File: config.mk
export PLATFORM = sky130hd
export DESIGN_NAME = mem_arbiter
export DESIGN_NICKNAME = d
export VERILOG_FILES = /design/src/rtl/mem_arbiter.sv
export SDC_FILE = /design/constraint.sdc
export NUM_CORES = 1
export LEC_CHECK = 0
export ABC_AREA = 1
export BUFFER_PORTS_ARGS = -buffer_cell sky130_fd_sc_hd__buf_2
export CAP_MARGIN = 20
export CORE_MARGIN = 2
export CORE_UTILIZATION = 49
export CTS_BUF_LIST = sky130_fd_sc_hd__clkbuf_8
export CTS_CLUSTER_SIZE = 12
export DETAILED_ROUTE_END_ITERATION = 6
export PLACE_DENSITY = 0.88
export REMOVE_ABC_BUFFERS = 1
export SETUP_SLACK_MARGIN = 0.05
export SYNTH_ARGS = -nofsm -noshare
export SYNTH_HDL_FRONTEND = slang
export SYNTH_SLANG_ARGS = --single-unit
export TNS_END_PERCENT = 10
File: constraint.sdc
create_clock -name clock -period 1.2 [get_ports clock]
set_input_delay 0.06 -clock clock [delete_from_list [all_inputs] [get_ports clock]]
set_output_delay 0.06 -clock clock [all_outputs]
set_load 0.01 [all_outputs]
File: src/rtl/mem_arbiter.sv
// -----------------------------------------------------------------------------
// mem_arbiter
//   Two-requester round-robin arbiter in front of a single-port data memory.
//   Each granted access runs IDLE -> ISSUE -> WAIT -> IDLE: the memory strobe
//   is raised in ISSUE, the requester's ack is pulsed in WAIT, where read data
//   is forwarded from the memory.
//
// Ports
//   clock, reset_n             system clock, asynchronous active-low reset
//   req0/req1                  access requests (held until ack)
//   we0/we1                    1 = write, 0 = read (sampled with request)
//   addr0/addr1                word address (sampled with request)
//   wdata0/wdata1              write data (sampled with request)
//   ack0/ack1                  one-cycle completion pulse per requester
//   rdata                      read data, valid while ack is high, else held
//   busy                       high whenever the FSM is not IDLE
//   mem_en/mem_we              memory strobe / write qualifier
//   mem_addr/mem_wdata         memory address / write data
//   mem_rdata                  memory read data, valid the cycle after mem_en
// -----------------------------------------------------------------------------
module mem_arbiter #(
  parameter int DATA_W = 16,
  parameter int ADDR_W = 3
) (
  input  logic              clock,
  input  logic              reset_n,
  input  logic              req0,
  input  logic              req1,
  input  logic              we0,
  input  logic              we1,
  input  logic [ADDR_W-1:0] addr0,
  input  logic [ADDR_W-1:0] addr1,
  input  logic [DATA_W-1:0] wdata0,
  input  logic [DATA_W-1:0] wdata1,
  output logic              ack0,
  output logic              ack1,
  output logic [DATA_W-1:0] rdata,
  output logic              busy,
  output logic              mem_en,
  output logic              mem_we,
  output logic [ADDR_W-1:0] mem_addr,
  output logic [DATA_W-1:0] mem_wdata,
  input  logic [DATA_W-1:0] mem_rdata
);

  typedef enum logic [1:0] {
    IDLE  = 2'd0,
    ISSUE = 2'd1,
    WAIT  = 2'd2
  } state_t;

  state_t state_q, state_d;

  // Requester granted most recently; resets to 1 so requester 0 wins the
  // first tie.
  logic last_q;
  logic win_d;

  // Transaction register: captured in IDLE, frozen until the next IDLE.
  logic              txn_who;
  logic              txn_we;
  logic [ADDR_W-1:0] txn_addr;
  logic [DATA_W-1:0] txn_wdata;
  logic [DATA_W-1:0] rdata_q;

  logic any_req;
  assign any_req = req0 | req1;

  // Round-robin pick: a lone requester wins; on a tie the one not granted
  // last time wins.
  always_comb begin
    win_d = 1'b0;
    if (req0 && req1) win_d = ~last_q;
    else if (req1)    win_d = 1'b1;
  end

  // NOTE: every signal assigned in always_comb gets a default first so that
  // no path leaves it unassigned, which would infer a latch.
  always_comb begin
    state_d = state_q;
    case (state_q)
      IDLE:    if (any_req) state_d = ISSUE;
      ISSUE:   state_d = WAIT;
      WAIT:    state_d = IDLE;
      default: state_d = IDLE;
    endcase
  end

  // NOTE: sequential state uses non-blocking assignments so every register
  // samples pre-edge values, independent of statement order.
  always_ff @(posedge clock or negedge reset_n) begin
    if (!reset_n) state_q <= IDLE;
    else          state_q <= state_d;
  end

  always_ff @(posedge clock or negedge reset_n) begin
    if (!reset_n) begin
      last_q    <= 1'b1;
      txn_who   <= 1'b0;
      txn_we    <= 1'b0;
      txn_addr  <= '0;
      txn_wdata <= '0;
      rdata_q   <= '0;
    end else begin
      if (state_q == IDLE && any_req) begin
        txn_who   <= win_d;
        txn_we    <= win_d ? we1    : we0;
        txn_addr  <= win_d ? addr1  : addr0;
        txn_wdata <= win_d ? wdata1 : wdata0;
      end
      if (state_q == WAIT) begin
        last_q <= txn_who;
        if (!txn_we) rdata_q <= mem_rdata;
      end
    end
  end

  // Outputs decode registered state only; requests never reach them
  // combinationally. Address/data hold the last transaction between accesses.
  logic in_wait;
  assign in_wait   = (state_q == WAIT);

  assign busy      = (state_q != IDLE);
  assign mem_en    = (state_q == ISSUE);
  assign mem_we    = mem_en & txn_we;
  assign mem_addr  = txn_addr;
  assign mem_wdata = txn_wdata;
  assign ack0      = in_wait & ~txn_who;
  assign ack1      = in_wait &  txn_who;
  // Read data is forwarded straight from memory during the ack cycle and the
  // captured copy is shown afterwards; writes leave it untouched.
  assign rdata     = (in_wait && !txn_we) ? mem_rdata : rdata_q;

endmodule
# Word-level counts from Yosys, hierarchy flattened
# Index checks and enable logic that the tools add are counted.
[classes] n_eq_ne=3 muxes=8 bitwise_logic=7 reduce_logical=7
[op_table] op="two-way mux 16 bit" count=2
[op_table] op="one-hot mux 2 bit (2 select lines)" count=1
[op_table] op="AND 1 bit" count=3
[op_table] op="logical AND 1 bit" count=3
[op_table] op="two-way mux 1 bit" count=3
[op_table] op="two-way mux 3 bit" count=1
[op_table] op="NOT 1 bit" count=3
[op_table] op="== test 2 x 1 -> 1 bit (second input constant)" count=1
[op_table] op="== test 2 bit (second input constant)" count=1
[op_table] op="logical NOT 2 bit" count=1
[op_table] op="two-way mux 2 bit" count=1
[op_table] op="inequality test 2 bit (second input constant)" count=1
[op_table] op="AND reduction 2 bit" count=1
[op_table] op="nonzero test 2 bit" count=1
[op_table] op="logical NOT 1 bit" count=1
[op_table] op="OR 1 bit" count=1
[totals] reg_bits=40 input_bits=60 out_inout_bits=40 elab_cells=32

# Depth between registers and ports, before layout
[depth] ltp_word=3 mapped_depth=6 depth_no_buf=5

# Worst setup path before layout
# No wires, ideal clock.
[synth_timing] path_kind="register -> register" startpoint="register last_q" endpoint="register txn_wdata[7], in the netlist mem_wdata[7]" setup_time_ns=0.118 arrival_time_ns=0.972 required_ns=1.082 path_slack_ns=0.111 stages_incl_launch_ff=7 n_path_buf=1 period_less_slack_ns=1.089 path_cell_list="dfstp_2 nand2_1 nand2_1 buf_2 nand2_1 nand3_1 nand2_1"
[synth_via] elab_chain_len=3
[synth_lines] item="start, declared" line="56" rtl="logic last_q;"
[synth_lines] item="start signal, assigned" line="112" rtl="last_q <= txn_who;"
[synth_lines] item="NOT 1 bit" line="73" rtl="if (req0 && req1) win_d = ~last_q;"
[synth_lines] item="two-way mux 1 bit" line="73"
[synth_lines] item="two-way mux 16 bit" line="109" rtl="txn_wdata <= win_d ? wdata1 : wdata0;"
[synth_lines] item="end signal, assigned" line="109"
[synth_lines] item="end, declared" line="63" rtl="logic [DATA_W-1:0] txn_wdata;"
# No other way between the ends.
# A chain may end at the register's enable or synchronous reset.

# Final worst setup path
[layout_timing] startpoint="register state_q[0]" endpoint="output port rdata[6]"
[layout_via] elab_chain_len=3
[layout_lines] item="start, declared" line="52" rtl="state_t state_q, state_d;"
[layout_lines] item="start signal, assigned" line="93" rtl="else state_q <= state_d;"
[layout_lines] item="== test 2 bit" line="121" rtl="assign in_wait = (state_q == WAIT);"
[layout_lines] item="logical AND 1 bit" line="132" rtl="assign rdata = (in_wait && !txn_we) ? mem_rdata : rdata_q;"
[layout_lines] item="two-way mux 16 bit" line="132"
[layout_lines] item="end, declared" line="37" rtl="output logic [DATA_W-1:0] rdata,"
# No other way between the ends.

==> metrics.txt <==
Netlist cell types=17; Top FF cell, synth=dfrtp_1; Synth Area in Compound Gates=11.4%; initial antenna violation count=0; via count=2143; Clk pwr share=12.6%; worst reg2reg path endpoint=rdata_q[6]$_DFFE_PN0P_; largest area contributor in the synthesized netlist=dfrtp_1; failing checks=negative setup slack; P_int=4.62 mW; most frequent cells after synthesis=nand2_1 (74), inv_1 (59), nand3_1 (40), dfrtp_1 (39), o21ai_2 (20); io pins=100; register area share after synthesis=45.5%; Die X=71.0 µm; # fillers=333; dpl hpwl=3680 µm; largest net degree at the start of global routing=23; Setup Skew=0.00733 ns; # setup viols final=57; Die Height=71.0 µm; largest family of logic cells by synthesized area=simple AND/OR/NAND/NOR gates; Total Wirelength=5600 µm; share of layout cells above drive strength 1=43.9%; pre-CTS setup slack=-0.0593 ns; number of synthesized flops with an enable pin=0; Final min period=1.52 ns; #FFs+latches synth=40; first-pass GRT wire length=9010 µm; H-tree depth=2; Post-Synth Simple-Gate Area=27.8%; XOR/XNOR Fraction of Synth Area=0%; ant diodes=0; max-cap violation count=0; Logic pwr share=56.0%; mux cell area share after synthesis=0%; most frequent cell after synthesis=nand2_1; drt pass-1 iters=5; Critical Path RT=1.14 ns; Crit. Startpoint=state_q[0]$_DFFE_PN0P_; Cells after Synth=281; Worst Path Max Fanout=6; P_sw=3.10 mW; Synth area leaders=dfrtp_1 (44%), nand2_1 (13%), inv_1 (10%); core area=4350 µm²; worst hold path class=in2reg; Final period util=127%; length in cells of the worst reg-to-reg path=8; Async S/R FF share, synth=100%; starting density of the core=50.6%; f_max=656 MHz; clk_lat worst skew=0.29 ns; Post-DRT Antenna Nets=0; Multi-input gate area=923 µm²; Worst Setup EP=rdata[6]; Synth Area in Adders=0%; CP startpoint kind=register; row count=24; drt initial violations=101; unrepaired setup endpoints after global routing=yes; CTS root buf=clkbuf_8; wire per inst=12.4 µm; CTS tree=built; Ys Warns=0; Max Slew Vio Count=0; maximum root-to-sink buffer count=2; number of global-route vias before repair=2052; LEAKAGE=1.91 nW; residual DRC count=0; Area Overhead vs Synth=44.8%; final hold vios=0; Critical Path AT=1.46 ns; Net Sw Frac=40.2%; GPL Wtd Cong=0.787; CTS Buf Count=5; Power per Cell Area=2420 nW/µm²; Hold Path Stages=3; Sequential Area=1000 µm²; critical path type=reg2out; Die ar.=5050 µm²; GRT Overall Usage=22.4%; internal reg-to-reg setup slack=-0.10 ns; Yosys top cell area share=44.3%; clock-pin slew on the worst setup and hold paths=0.08 ns; Setup TNS=-6.71 ns; Least-Margin Pin Slew=0.550 ns; setup ws final=-0.324 ns; sequential share of power=31.4%; status=finished with violations; syn_area_per_cell=7.84 µm²; routed vias/inst=4.75; gr ovfl total=0; Worst slew margin=63.2%; critical path capture point type=output pin; synthesized cell area=2200 µm²; Peak supply drop=1.31 mV; Final nets=459; Hold Crit Start=mem_rdata[15]; CTS Sinks=40; Port Buf Inserts=99; FF-to-FF Start=state_q[0]$_DFFE_PN0P_
## power groups by stage
stage | sequential, mW | combinational [mW] | clock (mW)
2_1_floorplan | 2.53 | 1.89 | 0
3_3_place_gp | 2.40 | 3.33 | 0
3_5_place_dp | 2.42 | 3.45 | 0
4_1_cts | 2.42 | 4.07 | 0.978
5_1_grt | 2.49 | 4.74 | 1.04
6_report | 2.43 | 4.32 | 0.970
## how the worst min path moves through the flow
stage                                   end  slack, ns
floorplan           mem_addr[0]$_DFFE_PN0P_      -0.24
global placement        txn_who$_DFFE_PN0P_      -0.06
detailed placement      txn_who$_DFFE_PN0P_      -0.06
CTS                 rdata_q[14]$_DFFE_PN0P_       0.01
global route        rdata_q[15]$_DFFE_PN0P_       0.04
finish              rdata_q[15]$_DFFE_PN0P_       0.02
## worst max-delay path, cell delays in order, from the launching register on
cell and delay [ns]:
dfrtp_1 0.41, inv_2 0.09, nand3_4 0.10, buf_12 0.17, buf_16 0.15, nand2_4 0.07, o21ai_2 0.05, buf_2 0.14
## placed cells by master, fill, tap and decap left out
master,netlist,layout
clkbuf_8,0,7
buf_2,8,99
inv_2,1,2
buf_4,0,13
nand2_2,0,2
o21ai_0,15,4
nand3_1,40,40
nor2_4,0,1
nand2_4,8,10
buf_12,1,4
nor3_1,1,1
o21ai_1,0,6
dfrtp_1,39,39
nand2_1,74,70
buf_6,4,4
nand3_4,0,1
nor2_2,1,1
buf_16,0,3
bufbuf_16,0,2
dfstp_2,1,1
o21ai_2,20,24
dlygate4sd3_1,0,1
o21ai_4,0,1
inv_1,59,58
nor2_1,6,5
## state kept, by name (all words and copies together), names as in the netlist
name,flops
rdata_q,16
last_q,1
state_q,2
txn_who,1
mem_wdata,16
txn_we,1
mem_addr,3
## per-layer routing
layer	GRT usage, %	routed length (µm)	part of all wire (%)
met3	4.70	263	4.7
met4	5.87	61	1.1
met1	27.6	2310	41
met5	0	0	0
met2	40.0	2970	53
## final cells by class
cell class / instances / area share (%)
Clock buffer: 7 / 3.02
Inverter: 60 / 7.06
Multi-Input combinational cell: 166 / 29.0
Sequential cell: 40 / 31.4
Tap cell: 52 / 2.04
Timing Repair Buffer: 126 / 27.5
## logic make-up after synthesis
kind of cell / after synthesis
AO/OA/AOI/OAI: 35
buffers and inverters: 75
flip-flops: 40
AND/OR/NAND/NOR: 131
## metrics by stage
step           instances  hold WS [ns]  power (mW)  cell area [µm²]  util, %
3_3_place_gp         428       -0.0620        5.73             2780     63.9
2_1_floorplan        266        -0.236        4.43             2090        -
6_report             451        0.0179        7.72             3190     73.2
3_5_place_dp         428       -0.0576        5.87             2780     63.9
5_1_grt              451        0.0424        8.27             3190     73.2
4_1_cts              446        0.0116        7.47             3110     71.4
## repair_timing
action / in CTS / in global routing
resized for setup: 18 / 16
hold buffers: 1 / 0
gates cloned: 5 / 0
pin swaps: 1 / 1
buffers inserted: 5 / 6
setup endpoints to repair: 43 / 59
hold endpoints to repair: 40 / 0
No activity file was read; power rests on OpenSTA's default activity.
